$ cat src/rtl/sodor_lb_divergence_monitor.sv
// Divergence monitor for the two-copy Sodor miter: compares both cores' load-buffer
// table ports each cycle, latches the first divergence and issues one registered verdict.
module sodor_lb_divergence_monitor #(
  parameter int XLEN        = 32,
  parameter int CNT_W       = 5,
  parameter int ARM_CYCLE   = 2,
  parameter int CHECK_CYCLE = 18,
  parameter int CHECK_DATA  = 0
) (
  input  logic             clk,
  input  logic             reset,
  input  logic             pre_eq,
  input  logic             lb_valid1,
  input  logic [XLEN-1:0]  lb_addr1,
  input  logic [XLEN-1:0]  lb_data1,
  input  logic             lb_valid2,
  input  logic [XLEN-1:0]  lb_addr2,
  input  logic [XLEN-1:0]  lb_data2,
  output logic [CNT_W-1:0] cycle,
  output logic             observing,
  output logic             div_seen,
  output logic [1:0]       div_kind,
  output logic [CNT_W-1:0] div_cycle,
  output logic             done,
  output logic             fail,
  output logic             vacuous
);

  typedef enum logic [1:0] {IDLE, OBSERVE, DONE, VACUOUS} state_t;

  localparam logic [CNT_W-1:0] ARM_C = CNT_W'(ARM_CYCLE);
  localparam logic [CNT_W-1:0] CHK_C = CNT_W'(CHECK_CYCLE);
  localparam logic [CNT_W-1:0] MAX_C = '1;

  state_t           r_state;
  logic [CNT_W-1:0] r_cycle;
  logic [CNT_W-1:0] r_div_cycle;
  logic [1:0]       r_div_kind;
  logic             r_observing;
  logic             r_div_seen;
  logic             r_done;
  logic             r_fail;
  logic             r_vacuous;

  logic             w_valid_x;
  logic             w_both;
  logic             w_addr_x;
  logic             w_data_x;
  logic [1:0]       w_kind;
  logic             w_d;

  assign w_valid_x = lb_valid1 ^ lb_valid2;
  assign w_both    = lb_valid1 & lb_valid2;
  assign w_addr_x  = w_both & (lb_addr1 != lb_addr2);
  assign w_data_x  = (CHECK_DATA != 0) & w_both & (lb_data1 != lb_data2);

  // Priority valid > addr > data; addr/data are meaningless unless both sides are valid.
  always_comb begin
    w_kind = 2'd0;
    if (w_valid_x)     w_kind = 2'd1;
    else if (w_addr_x) w_kind = 2'd2;
    else if (w_data_x) w_kind = 2'd3;
  end

  assign w_d = (w_kind != 2'd0);

  always_ff @(posedge clk) begin
    if (reset) begin
      r_state     <= IDLE;
      r_cycle     <= '0;
      r_div_cycle <= '0;
      r_div_kind  <= 2'd0;
      r_observing <= 1'b0;
      r_div_seen  <= 1'b0;
      r_done      <= 1'b0;
      r_fail      <= 1'b0;
      r_vacuous   <= 1'b0;
    end else begin
      if (r_cycle != MAX_C) r_cycle <= r_cycle + 1'b1;
      case (r_state)
        IDLE: begin
          if (r_cycle == ARM_C) begin
            if (pre_eq) begin
              r_state     <= OBSERVE;
              r_observing <= 1'b1;
              // The arming sample itself already lies inside the observation window.
              if (w_d) begin
                r_div_seen  <= 1'b1;
                r_div_kind  <= w_kind;
                r_div_cycle <= r_cycle;
              end
            end else begin
              r_state   <= VACUOUS;
              r_done    <= 1'b1;
              r_vacuous <= 1'b1;
            end
          end
        end
        OBSERVE: begin
          if (w_d && !r_div_seen) begin
            r_div_seen  <= 1'b1;
            r_div_kind  <= w_kind;
            r_div_cycle <= r_cycle;
          end
          if (r_cycle == CHK_C) begin
            r_state     <= DONE;
            r_observing <= 1'b0;
            r_done      <= 1'b1;
            r_fail      <= r_div_seen | w_d;
          end
        end
        DONE:    r_state <= DONE;
        VACUOUS: r_state <= VACUOUS;
        default: r_state <= IDLE;
      endcase
    end
  end

  assign cycle     = r_cycle;
  assign observing = r_observing;
  assign div_seen  = r_div_seen;
  assign div_kind  = r_div_kind;
  assign div_cycle = r_div_cycle;
  assign done      = r_done;
  assign fail      = r_fail;
  assign vacuous   = r_vacuous;

`ifdef FORMAL
  always @(posedge clk) begin
    if (!reset) assert (!(r_done & r_fail));
  end
`endif

endmodule
$ cat config.mk
export PLATFORM = sky130hd
export DESIGN_NAME = sodor_lb_divergence_monitor
export DESIGN_NICKNAME = d
export VERILOG_FILES = /design/src/rtl/sodor_lb_divergence_monitor.sv
export SDC_FILE = /design/constraint.sdc
export NUM_CORES = 1
export LEC_CHECK = 0
export CAP_MARGIN = 20
export CORE_MARGIN = 2
export CORE_UTILIZATION = 27
export CTS_BUF_LIST = sky130_fd_sc_hd__clkbuf_4 sky130_fd_sc_hd__clkbuf_8 sky130_fd_sc_hd__clkbuf_16
export DETAILED_ROUTE_END_ITERATION = 8
export HOLD_SLACK_MARGIN = 0.08
export PLACE_DENSITY = 0.82
export SLEW_MARGIN = 20
export SYNTH_ARGS = -nofsm -noshare
export SYNTH_HDL_FRONTEND = slang
export SYNTH_SLANG_ARGS = --single-unit
$ cat constraint.sdc
create_clock -name clk -period 1.9 [get_ports clk]
set_input_delay 0.475 -clock clk [delete_from_list [all_inputs] [get_ports clk]]
set_output_delay 0.475 -clock clk [all_outputs]
set_load 0.02 [all_outputs]
==> results of run 1 <==
-- per-layer routing --
metal	vias to the layer above	track usage (%)	share of wire (%)
met1	568	14.0	38
met3	4	3.84	12
met4	0	4.24	1.1
met5	-	0	0
li1	675	-	-
met2	54	24.8	49
-- metrics by stage --
step	hold WS, ns	setup WS, ns	total power (W)	instance area (um2)	utilization [%]
2_1_floorplan	0.488	0.0734	0.00110	1310	-
3_3_place_gp	0.444	-0.410	0.00143	2280	48.5
3_5_place_dp	0.440	-0.475	0.00145	2280	48.5
4_1_cts	0.455	0.0272	0.00171	2270	48.4
5_1_grt	0.488	-0.00138	0.00183	2330	49.7
6_report	0.450	0.0694	0.00170	2330	49.7
-- path summary, 6_finish.rpt --
| kind | end | slack, ns | cells after the start |
|---|---|---|---|
| worst min register to register | done$_SDFFE_PP0P_ | 0.45 | 2 |
| worst max register to register | r_state[1]$_SDFFE_PP0P_ | 0.21 | 8 |
| worst min-delay path | done$_SDFFE_PP0P_ | 0.45 | 2 |
| worst max-delay path | cycle[3] | 0.07 | 1 |
-- cells by family (layout without fill, tap and decap cells) --
logic type,Yosys count,after routing,share of synthesized area (%)
compound gates,19,19,11.6
xor+xnor,35,35,23.4
fa+ha+maj,7,7,6.69
buf+inv,11,104,3.15
flops,19,19,29.1
mux,6,6,4.59
simple gates,46,46,21.5
-- area by class of cell --
cell class / instances / area, um2
Tap cell: 54 / 67.6
Inverter: 9 / 33.8
Multi-Input combinational cell: 113 / 928
Timing Repair Buffer: 91 / 872
Fill cell: 465 / 2360
Clock buffer: 4 / 48.8
Sequential cell: 19 / 380
-- cells in the final DEF (no fill, tap or decap), types with 2 or more instances in the layout --
cell type,netlist,routed
xnor2_1,33,32
mux2i_1,6,6
nand4_1,8,8
nor2b_1,2,2
nor4_4,0,2
ha_1,7,7
buf_4,0,5
dlymetal6s2s_1,0,10
dlygate4sd2_1,0,49
dfxtp_1,19,19
clkbuf_8,0,3
nand2_1,2,2
and3_1,2,2
nand3_1,2,2
a21oi_1,5,5
clkdlybuf4s50_1,0,19
xor2_1,2,2
nor2_1,11,11
inv_1,9,9
a211oi_1,3,3
nand2b_1,10,10
clkdlybuf4s15_1,0,7
-- power breakdown --
part	switching, W	total, W	leakage, nW	internal (W)
sequential	0.0000380	0.000509	0.155	0.000471
clock	0.000130	0.000293	0.0262	0.000163
combinational	0.000458	0.000899	0.908	0.000440
-- sequential cells by signal, summed over array words and instances (netlist names) --
name,count
cycle,5
div_cycle,5
div_kind,2
r_state,2
div_seen,1
done,1
fail,1
observing,1
vacuous,1
-- repair_timing --
action                                  4_1_cts  5_1_grt
buffers inserted                              0        0
endpoints found under the setup margin        9        9
cloned                                        0        0
gates resized for setup                      59       20
hold buffers                                  0        0
pin swaps                                    38       15
hold endpoints to repair                      0        0
==> key figures, run 1 <==
Outcome
  – Status: finished clean

Finish
  – Post-layout nets: 377
  – Area Growth Syn to Fin: 78.1%
  – Diodes inserted: 0
  – Final Instance Count excl. Fillers: 290
  – Share of layout cells above drive strength 1: 8.47%

Power and ir drop
  – Peak supply drop: 0.890 mV
  – Leakage: 1.09 nW
  – Pwr dens: 730 nW/um2

Clock tree
  – Clock Pin Slew Worst Setup and Hold Paths: 0.07 ns
  – # clock sinks: 19
  – Clk Latency, worst-skew pair: 0.26 ns
  – Maximum root-to-sink buffer count: 2
  – TritonCTS buffer count: 3
  – CTS tree: done
  – H-tree levels: 1
  – CTS Root Cell: clkbuf_8

Global routing
  – Largest net degree at the start of global routing: 25
  – Total grt overflow: 0
  – GRT Util Overall: 13.2%
  – First-pass GRT wire length: 5.60 mm
  – Initial antenna violation count: 0
  – Vias in the first global route: 1,284

Setup path
  – Reg2reg start: cycle[0]$_SDFFE_PP0P_
  – Critical path peak fanout: 5
  – Largest delay contributor family on the critical path: buffers and inverters
  – Crit Path Class: register to output pin
  – Buf/Inv on CP: 1
  – Slowest cell on the critical path: clkdlybuf4s50_1
  – Endpoint class of the critical path: output pin
  – Worst Path Arrival: 1.36 ns
  – Startpoint types: register
  – Worst Path Required: 1.42 ns
  – CP Launch Point: cycle[3]$_SDFFE_PP0P_
  – Max stage delay on crit path: 0.65 ns
  – Cell chain of the critical path: clkdlybuf4s50_1

Placed design
  – PortBufs: 85
  – Post-DP HPWL: 3.03 mm
  – Gp weighted congestion: 0.805
  – Dpl cells: 286

Yosys
  – Mapped Cells: 143
  – Post-synth EDFFs: 0
  – Synth top area share: 29.1%
  – Post-Synthesis Cell Area: 1310 um2
  – Synth unique cells: 33
  – Synthesized Nets: 283
  – Dominant cells by area after synthesis: dfxtp_1, xnor2_1, ha_1
  – Dominant synthesized flop cell: dfxtp_1
  – Yosys reg bits: 19
  – Async SR Flop Fraction: 0%
  – Ys Warns: 0
  – Commonest cells post-synth: xnor2_1, dfxtp_1, nor2_1
  – Area leader, netlist: dfxtp_1
  – Share of the yosys chip area belonging to registers: 29.1%
  – Mapped Avg Cell Area: 9.15 um2
  – Top-count cell post-synth: xnor2_1

Timing
  – Max-slew headroom: 72.2%
  – RSZ-0062 raised after global routing: yes
  – Pins Over Slew Limit: 0
  – Min Clock Period, post-route: 1.83 ns
  – Final Skew: 0.00417 ns
  – Final hold viol count: 0
  – Setup TNS: 0 ns
  – Slew @ Worst Pin: 0.415 ns
  – Fin crit share: 96.3%
  – # setup viols final: 0
  – Achievable Freq: 546 MHz

Floorplanning
  – Initial Utilization: 27.9%
  – Die Wd: 73.6 um
  – Die height: 73.6 um
  – Total die area: 5420 um2
  – Top Ports: 150
  – Row cnt: 25
  – Core box area: 4690 um2

Routing
  – Remaining antenna violation count: 0
  – Routed len/inst: 12.7 um
  – DRT Wirelength: 3.68 mm
  – Drc violations: 0
  – Via count: 1,301
  – 1st-iter DRT viols: 10
  – Vias/cell: 4.49
  – Drt pass-1 iters: 4

Min path
  – Startpoint of the worst hold path: done$_SDFFE_PP0P_
  – Hold WC Path Type: register to register

Job
  – Maximum capacitance violations: 0
Power figures use the tool's default switching activity.
==> run 2: changes to the inputs <==
--- a/config.mk
+++ b/config.mk
@@ -12,7 +12,7 @@
 export DETAILED_ROUTE_END_ITERATION = 8
 export HOLD_SLACK_MARGIN = 0.08
 export PLACE_DENSITY = 0.82
-export SLEW_MARGIN = 20
+export SLEW_MARGIN = 10
 export SYNTH_ARGS = -nofsm -noshare
 export SYNTH_HDL_FRONTEND = slang
 export SYNTH_SLANG_ARGS = --single-unit
==> results of run 2 <==
Same layout as run 1: the final DEF is identical, and so are final timing and power.
